File: src/rtl/ppi_kbd_scan_ctrl.sv
// ppi_kbd_scan_ctrl
// Owns the i8255 CPU-side bus, scans a keyboard matrix (column drive on
// port A, row sense on port B) into a double-buffered image, and arbitrates
// host CPU accesses onto the same bus with priority over the scanner.
//
// Ports:
//   i_clk, i_reset                 clock, synchronous active-high reset
//   i_scan_en                      enables periodic scanning
//   i_cpu_req/we/addr/wdata        CPU access request (held until ack)
//   o_cpu_ack, o_cpu_rdata         completion pulse and read data
//   o_ppi_cs_n/rd_n/wr_n/addr/data registered i8255 bus outputs
//   i_ppi_data                     i8255 read data (valid in DONE cycle)
//   i_mat_col, o_mat_row           committed matrix read port
//   o_any_key                      OR of the committed matrix
//   o_scan_done                    one-cycle pulse on scan commit
module ppi_kbd_scan_ctrl #(
  parameter int unsigned COLS     = 8,
  parameter int unsigned SETTLE   = 3,
  parameter int unsigned SCAN_GAP = 1024
) (
  input  logic       i_clk,
  input  logic       i_reset,
  input  logic       i_scan_en,
  input  logic       i_cpu_req,
  input  logic       i_cpu_we,
  input  logic [1:0] i_cpu_addr,
  input  logic [7:0] i_cpu_wdata,
  output logic       o_cpu_ack,
  output logic [7:0] o_cpu_rdata,
  output logic       o_ppi_cs_n,
  output logic       o_ppi_rd_n,
  output logic       o_ppi_wr_n,
  output logic [1:0] o_ppi_addr,
  output logic [7:0] o_ppi_data,
  input  logic [7:0] i_ppi_data,
  input  logic [2:0] i_mat_col,
  output logic [7:0] o_mat_row,
  output logic       o_any_key,
  output logic       o_scan_done
);

  localparam int unsigned SET_W = $clog2(SETTLE + 1);
  localparam int unsigned GAP_W = $clog2(SCAN_GAP + 1);
  localparam logic [7:0]  CTRL_WORD = 8'h8B;

  typedef enum logic [2:0] {
    S_INIT, S_WAIT_GAP, S_WR_COL, S_SETTLE, S_RD_ROW, S_NEXT, S_RELEASE, S_COMMIT
  } scan_state_t;

  typedef enum logic [1:0] {B_IDLE, B_STROBE, B_DONE} bus_phase_t;

  scan_state_t      state_q, state_d;
  bus_phase_t       phase_q, phase_d;
  logic             owner_cpu_q, acc_we_q;
  logic [2:0]       col_q, acc_col_q;
  logic [SET_W-1:0] settle_cnt_q;
  logic [GAP_W-1:0] gap_cnt_q;
  logic             skip_gap_q;
  logic [7:0]       shadow_q [8];
  logic [7:0]       matrix_q [8];
  logic             cpu_ack_q;
  logic [7:0]       rdata_q;

  logic       bus_free, grant_cpu, grant_scan;
  logic       scan_req, scan_we;
  logic [1:0] scan_addr;
  logic [7:0] scan_wdata;
  logic       acc_we_d;
  logic [1:0] acc_addr_d;
  logic [7:0] acc_wdata_d;
  logic       scan_owned_done, scan_rd_done, in_scan, abort, last_col;

  // Scanner bus request and CPU-priority arbitration
  always_comb begin
    scan_req   = 1'b0;
    scan_we    = 1'b1;
    scan_addr  = 2'd0;
    scan_wdata = 8'hFF;
    case (state_q)
      S_INIT: begin
        scan_req   = 1'b1;
        scan_addr  = 2'd3;
        scan_wdata = CTRL_WORD;
      end
      S_WR_COL: begin
        scan_req   = 1'b1;
        scan_wdata = ~(8'd1 << col_q);
      end
      S_RD_ROW: begin
        scan_req  = 1'b1;
        scan_we   = 1'b0;
        scan_addr = 2'd1;
      end
      S_RELEASE: scan_req = 1'b1;
      default: ;
    endcase

    bus_free = (phase_q != B_STROBE);
    // A CPU request still held during its own ack cycle must not re-grant
    grant_cpu  = bus_free && i_cpu_req && !(phase_q == B_DONE && owner_cpu_q);
    grant_scan = bus_free && scan_req && !grant_cpu;

    acc_we_d    = grant_cpu ? i_cpu_we    : scan_we;
    acc_addr_d  = grant_cpu ? i_cpu_addr  : scan_addr;
    acc_wdata_d = grant_cpu ? i_cpu_wdata : scan_wdata;

    scan_owned_done = (phase_q == B_DONE) && !owner_cpu_q;
    scan_rd_done    = scan_owned_done && !acc_we_q;
    in_scan  = state_q inside {S_WR_COL, S_SETTLE, S_RD_ROW, S_NEXT, S_RELEASE};
    // CPU rewriting port A or the control word invalidates the scan in flight
    abort    = grant_cpu && i_cpu_we && (i_cpu_addr == 2'd0 || i_cpu_addr == 2'd3) && in_scan;
    last_col = (col_q == 3'(COLS - 1));
  end

  // Bus phase state register
  always_ff @(posedge i_clk) begin
    if (i_reset) phase_q <= B_IDLE;
    else         phase_q <= phase_d;
  end

  // Bus phase next state: STROBE then DONE, back-to-back grants allowed from DONE
  always_comb begin
    phase_d = phase_q;
    case (phase_q)
      B_IDLE, B_DONE: phase_d = (grant_cpu || grant_scan) ? B_STROBE : B_IDLE;
      B_STROBE:       phase_d = B_DONE;
      default:        phase_d = B_IDLE;
    endcase
  end

  // Scanner state register
  always_ff @(posedge i_clk) begin
    if (i_reset) state_q <= S_INIT;
    else         state_q <= state_d;
  end

  // Scanner next state; states requesting the bus advance when granted
  always_comb begin
    state_d = state_q;
    case (state_q)
      S_INIT:     if (grant_scan) state_d = S_WAIT_GAP;
      S_WAIT_GAP: if (i_scan_en && (skip_gap_q || gap_cnt_q == '0)) state_d = S_WR_COL;
      S_WR_COL:   if (grant_scan) state_d = S_SETTLE;
      S_SETTLE:   if (settle_cnt_q == '0) state_d = S_RD_ROW;
      S_RD_ROW:   if (grant_scan) state_d = S_NEXT;
      S_NEXT:     state_d = last_col ? S_RELEASE : S_WR_COL;
      S_RELEASE:  if (grant_scan) state_d = S_COMMIT;
      S_COMMIT:   if (scan_owned_done) state_d = S_WAIT_GAP;
      default:    state_d = S_INIT;
    endcase
    if (abort) state_d = S_INIT;
  end

  // Bus outputs, CPU ack and read-data hold
  always_ff @(posedge i_clk) begin
    if (i_reset) begin
      o_ppi_cs_n  <= 1'b1;
      o_ppi_rd_n  <= 1'b1;
      o_ppi_wr_n  <= 1'b1;
      o_ppi_addr  <= 2'd0;
      o_ppi_data  <= 8'd0;
      owner_cpu_q <= 1'b0;
      acc_we_q    <= 1'b0;
      cpu_ack_q   <= 1'b0;
      rdata_q     <= 8'd0;
    end else begin
      cpu_ack_q <= 1'b0;
      if (grant_cpu || grant_scan) begin
        o_ppi_cs_n  <= 1'b0;
        o_ppi_rd_n  <= acc_we_d;
        o_ppi_wr_n  <= !acc_we_d;
        o_ppi_addr  <= acc_addr_d;
        if (acc_we_d) o_ppi_data <= acc_wdata_d;
        owner_cpu_q <= grant_cpu;
        acc_we_q    <= acc_we_d;
      end else begin
        o_ppi_cs_n <= 1'b1;
        o_ppi_rd_n <= 1'b1;
        o_ppi_wr_n <= 1'b1;
        if (phase_q == B_STROBE) cpu_ack_q <= owner_cpu_q;
      end
      if (cpu_ack_q && !acc_we_q) rdata_q <= i_ppi_data;
    end
  end

  // Scanner datapath: counters, column index, shadow and committed image
  always_ff @(posedge i_clk) begin
    if (i_reset) begin
      col_q        <= 3'd0;
      acc_col_q    <= 3'd0;
      settle_cnt_q <= '0;
      gap_cnt_q    <= '0;
      skip_gap_q   <= 1'b1;
      shadow_q     <= '{default: 8'd0};
      matrix_q     <= '{default: 8'd0};
      o_scan_done  <= 1'b0;
    end else begin
      o_scan_done <= 1'b0;

      if (state_q == S_WR_COL && grant_scan)
        settle_cnt_q <= SET_W'(SETTLE);
      else if (state_q == S_SETTLE && settle_cnt_q != '0)
        settle_cnt_q <= settle_cnt_q - SET_W'(1);

      if (state_q == S_COMMIT && scan_owned_done)
        gap_cnt_q <= GAP_W'(SCAN_GAP - 1);
      else if (state_q == S_WAIT_GAP && gap_cnt_q != '0)
        gap_cnt_q <= gap_cnt_q - GAP_W'(1);

      if (state_q == S_WAIT_GAP && state_d == S_WR_COL) skip_gap_q <= 1'b0;
      if (state_q == S_RD_ROW && grant_scan) acc_col_q <= col_q;
      if (state_q == S_NEXT) col_q <= last_col ? 3'd0 : col_q + 3'd1;

      // Rows are active-low on port B; store 1 = pressed
      if (scan_rd_done) shadow_q[acc_col_q] <= ~i_ppi_data;

      if (state_q == S_COMMIT && scan_owned_done) begin
        matrix_q    <= shadow_q;
        o_scan_done <= 1'b1;
      end

      if (abort) begin
        col_q      <= 3'd0;
        skip_gap_q <= 1'b1;
        shadow_q   <= '{default: 8'd0};
      end
    end
  end

  // Read data is presented combinationally in the ack cycle, held afterwards
  assign o_cpu_ack   = cpu_ack_q;
  assign o_cpu_rdata = (cpu_ack_q && !acc_we_q) ? i_ppi_data : rdata_q;
  assign o_mat_row   = matrix_q[i_mat_col];

  always_comb begin
    o_any_key = 1'b0;
    for (int i = 0; i < 8; i++) o_any_key = o_any_key | (|matrix_q[i]);
  end

endmodule

File: config.mk
export PLATFORM = sky130hd
export DESIGN_NAME = ppi_kbd_scan_ctrl
export DESIGN_NICKNAME = d
export VERILOG_FILES = /design/src/rtl/ppi_kbd_scan_ctrl.sv
export SDC_FILE = /design/constraint.sdc
export NUM_CORES = 1
export LEC_CHECK = 0
export CORE_ASPECT_RATIO = 0.6
export CORE_MARGIN = 4
export CORE_UTILIZATION = 40
export DETAILED_ROUTE_END_ITERATION = 6
export GPL_TIMING_DRIVEN = 0
export SYNTH_ARGS = -nofsm -noshare
export SYNTH_HDL_FRONTEND = slang
export SYNTH_SLANG_ARGS = --single-unit
File: constraint.sdc
create_clock -name i_clk -period 10.91 [get_ports i_clk]
set_clock_uncertainty 0.05 [all_clocks]
set_input_delay 3.273 -clock i_clk [delete_from_list [all_inputs] [get_ports i_clk]]
set_output_delay 3.273 -clock i_clk [all_outputs]
set_load 0.02 [all_outputs]
## After elaboration in Yosys (flattened, before gate mapping)

Cells that the tools add are included.

- $lt $le $gt $ge: 3
- Equality and inequality tests: 13
- Muxes and demuxes: 33
- Reduce and logical (&&, ||, !) cells: 52
- Bitwise gates (word level): 13
- Add/sub/neg operators: 3
- Shifts and indexed selects: 1

Operators by type and width:

| kind | count |
|---|---|
| bitwise mux 64 bit | 1 |
| OR reduction 8 bit | 8 |
| two-way mux 8 bit | 5 |
| two-way mux 3 bit | 10 |
| binary-select mux 8 bit (select 3 bit) | 1 |
| demux 8 bit (select 3 bit) | 1 |
| one-hot mux 3 bit (8 select lines) | 1 |
| two-way mux 10 bit | 2 |
| logical AND 1 bit | 19 |
| NOT 8 bit | 2 |
| one-hot mux 8 bit (2 select lines) | 1 |
| equality test 3 bit, second input constant | 5 |
| logical NOT 11 bit | 1 |
| nonzero test 11 bit | 1 |
| subtractor 11 x 1 -> 11 bit, second input constant | 1 |
| equality test 3 x 2 -> 1 bit, second input constant | 3 |
| greater-or-equal comparator 4 bit, second input constant | 2 |
| NOT 3 -> 4 bit | 2 |
| one-hot mux 2 bit (2 select lines) | 2 |
| OR reduction 2 bit | 4 |
| << shifter 1 x 3 -> 8 bit, first input constant | 1 |
| OR 1 bit | 7 |
| logical NOT 2 bit | 3 |
| two-way mux 1 bit | 6 |
| 17 further kinds | 29 |

- Logic and storage cells: 152
- Register bits after elaboration: 178

## Logic depth before layout (Yosys ltp)

- Depth after elaboration: 11
- Gate-level depth with buffers: 7

## Least setup slack after synthesis

Ideal clock, no wire load.

- Kind: input-to-output
- Start point: input port i_mat_col[0]
- End point: output port o_mat_row[7]
- Stages: 4
- Path buffers: 2
- Data arrival time: 4.916 ns
- Required time: 7.587 ns
- Setup slack: 2.671 ns
- Path through: clkbuf_1 > clkbuf_1 > mux4_2 > mux2_2

- Word-level cells in the longest chain between the ends: 4

Ends and longest elaborated chain:

| item | RTL line | text |
|---|---|---|
| start: declaration | 36 | `input logic [2:0] i_mat_col,` |
| NOT 3 -> 4 bit (implied by the code) | 233 | `assign o_mat_row = matrix_q[i_mat_col];` |
| binary-select mux 8 bit (select 3 bit) | 233 |  |
| two-way mux 8 bit (implied by the code) (2 in series) | 233 |  |
| end: declaration | 37 | `output logic [7:0] o_mat_row,` |

Every way passes these cells. The select of a mux whose other input is x is not followed.

## Final worst setup path

- Start point: input port i_mat_col[0]
- End point: output port o_mat_row[6]

The elaborated chain is that of the path after synthesis.

==> key figures <==
Yosys
  – Post-synth EDFFs: 0
  – Synth async-reset ratio: 0%
  – Ys flop type: dfxtp_1
  – Syn Inst Count: 828
  – Post-synthesis sequential area ratio: 47.9%
  – Cell variety after synth: 54
  – Mapped Area: 0.00744 mm2
  – Synth Warn #: 0
  – Synthesis-stage register bit count: 178
  – Syn nets: 862
  – Syn Area/Cell: 8.99 um2

Critical path
  – CP Cell Sequence: clkbuf_1, clkbuf_1, mux4_2, mux2_2, clkdlybuf4s50_1
  – Cell mode on critical path: clkbuf_1
  – CP endpoint kind: output pin
  – Worst path max stage delay: 660 ps
  – Critical path class: primary input to output pin
  – Crit path DAT: 5780 ps
  – Top Family by Delay on Critical Path: buffers and inverters
  – Worst R2R End: matrix_q[18]$_SDFFE_PP0P_
  – FF-to-FF path depth: 7
  – Critical Path RT: 7590 ps
  – Worst path slowest cell: mux4_2
  – CP bufs+invs: 3
  – Reg2Reg Launch Point: state_q[1]$_SDFF_PP0_
  – Reg2reg setup slack: 8020 ps
  – Worst setup SP type: primary input
  – CP max FO: 10

CTS
  – Clk sink count: 178
  – Post-CTS setup repair buffer count: 0
  – CTS Hold Bufs: 0
  – Total clock buffers created by CTS: 17
  – CTS Root Cell: clkbuf_16
  – Maximum buffer depth of the clock tree: 2
  – Resize count post-CTS: 0
  – Worst-Skew Late Latency: 430 ps
  – H-Tree Depth: 4
  – Worst-path clk slew: 70 ps
  – CTS tree: built

Placement
  – Post-DP Area: 0.00820 mm2
  – GP Congestion: 0.974
  – Detailed Place HPWL: 15.4 mm
  – Port Buffers: 46

Die
  – I/O pins: 58
  – Core Region: 0.0182 mm2
  – Number of core rows: 38
  – Die Y: 114 um
  – Die Area: 0.0209 mm2
  – Die W: 184 um
  – Starting Density: 41.0%

STA
  – RSZ-0062 raised after global routing: no
  – WHS: 402 ps
  – Setup_tns: 0 ps
  – Setup Viol. Count Final: 0
  – Least-Margin Pin Slew: 969 ps
  – Relative slew slack: 35.4%
  – Final Cycle Share: 83.4%
  – Slew Viols, Final: 0
  – Min cycle time layout: 9100 ps
  – Final hold viol count: 0
  – FMAX: 110 MHz

Routing
  – Routed via count: 6,183
  – Final wirelength: 21.4 mm
  – Post-route DRC: 0
  – Wirelength per Cell: 18.7 um
  – Drt initial violations: 567
  – Final ANT Viol Nets: 0
  – Pre-Repair DR Iteration Count: 5
  – Via/cell ratio: 5.40

Finish
  – Fill count: 1,750
  – Share of layout cells above drive strength 1: 10.3%
  – Syn-to-layout area delta: 18.0%
  – Nets@finish: 927
  – Most common cell after layout, fill and taps aside: dfxtp_1
  – Most frequent cells in the layout: 178 x dfxtp_1, 146 x nand2_1, 92 x nor2_1
  – Diode count: 0
  – Final Cell Area: 0.00878 mm2

Power
  – Clk network pwr share: 38.0%
  – Seq pwr share: 44.2%
  – Net Sw Frac: 28.6%
  – Leakage power: 2.89 nW
  – Pwr Density: 182 mW/mm2
  – Net Sw Power: 457 uW
  – Comb pwr share: 17.8%
  – Int Pwr: 1.14 mW
  – Max IR drop VDD: 112 uV

Global route
  – First-pass GRT wire length: 34.3 mm
  – Vias in the first global route: 5,967
  – Gr usage total: 21.2%
  – Largest net degree at the start of global routing: 17
  – Grt total ovfl: 0
  – Initial antenna violation count: 0

Min path
  – Hold crit path type: register to register
  – Hold endpoint: matrix_q[42]$_SDFFE_PP0P_
  – Worst hold start: shadow_q[42]$_SDFFE_PP0P_
  – WHS Path Cells: 2

Run
  – Max-Cap Viols: 0

Outcome
  – Status: finished, final reports clean
[per-layer routing]
metal	up-vias	part of all wire, %	wire (um)	GRT usage (%)
met5	-	0	0	0
met4	0	0.94	202	4.83
met3	14	8.7	1860	5.96
met2	202	38	8050	27.1
met1	2941	53	11300	34.4
li1	3026	-	-	-
[cells by family (layout without fill, tap and decap cells)]
logic type	count (synthesis)	count (layout)	share of synthesized area, %
AO/OA/AOI/OAI	182	182	15.8
XOR/XNOR	6	6	0.706
adder cells (fa/ha/maj)	8	8	1.35
buffers and inverters	83	160	4.78
flip-flops	178	178	47.9
multiplexers	44	44	8.95
AND/OR/NAND/NOR	327	327	20.6
[sequential cells by signal, summed over array words and instances (netlist names)]
register      count
o_ppi_rd_n        1
shadow_q         64
o_ppi_cs_n        1
o_ppi_data        8
owner_cpu_q       1
o_cpu_ack         1
acc_we_q          1
state_q           3
col_q             3
o_ppi_wr_n        1
matrix_q         64
settle_cnt_q      2
skip_gap_q        1
gap_cnt_q        11
o_scan_done       1
phase_q           2
o_ppi_addr        2
acc_col_q         3
rdata_q           8
[worst max-delay path by stage]
stage | from | endpoint | slack, ps | cells past startpoint
finish | i_mat_col[0] | o_mat_row[6] | 1810 | 5
global route | i_mat_col[0] | o_mat_row[6] | 1650 | 5
CTS | i_mat_col[0] | o_mat_row[6] | 1830 | 5
detailed placement | i_mat_col[0] | o_mat_row[6] | 1840 | 5
global placement | i_mat_col[0] | o_mat_row[6] | 1820 | 5
floorplan | i_mat_col[0] | o_mat_row[7] | 2670 | 4
[worst register-to-register path: cells and delay by family, from the launching register on]
family | cells | cell delay, ps
buf+inv | 3 | 1400
simple gates | 3 | 860
flops | 1 | 350
compound gates | 1 | 140
[power by group through the flow]
stage	clock, mW	sequential, mW	combinational (mW)
finish	0.609	0.708	0.285
global route	0.641	0.713	0.316
CTS	0.619	0.708	0.283
detailed placement	0	0.722	0.281
global placement	0	0.723	0.282
floorplan	0	0.733	0.184
[synth_stat cells, drive strengths merged (10+ instances only)]
cell    number  share of area [%]
a211oi      69                7.2
a21oi       84                5.6
buf         19                1.5
clkbuf      51                2.6
dfxtp      178                 48
inv         13               0.66
mux2        20                3.0
mux4        16                4.8
nand2      146                7.4
nor2        94                4.9
nor2b       10               0.84
nor3        13                1.2
nor4        18                1.5
[per-stage QoR]
step	utilization, %	std cells	setup slack (ps)	power, mW
6_report	48.3	1145	1810	1.60
5_1_grt	48.3	1145	1650	1.67
4_1_cts	48.3	1145	1830	1.61
3_5_place_dp	45.2	1114	1840	1.00
3_3_place_gp	45.2	1114	1820	1.00
2_1_floorplan	-	828	2670	0.918
[cell type report]
class	instances	area [um2]	area share (%)
Buffer	70	307	3.49
Clock buffer	19	443	5.04
Clock inverter	12	135	1.54
Inverter	13	48.8	0.556
Multi-Input combinational cell	567	3520	40.1
Sequential cell	178	3560	40.6
Tap cell	240	300	3.42
Timing Repair Buffer	46	460	5.24
Note: power is estimated with default switching activity, not from simulation.
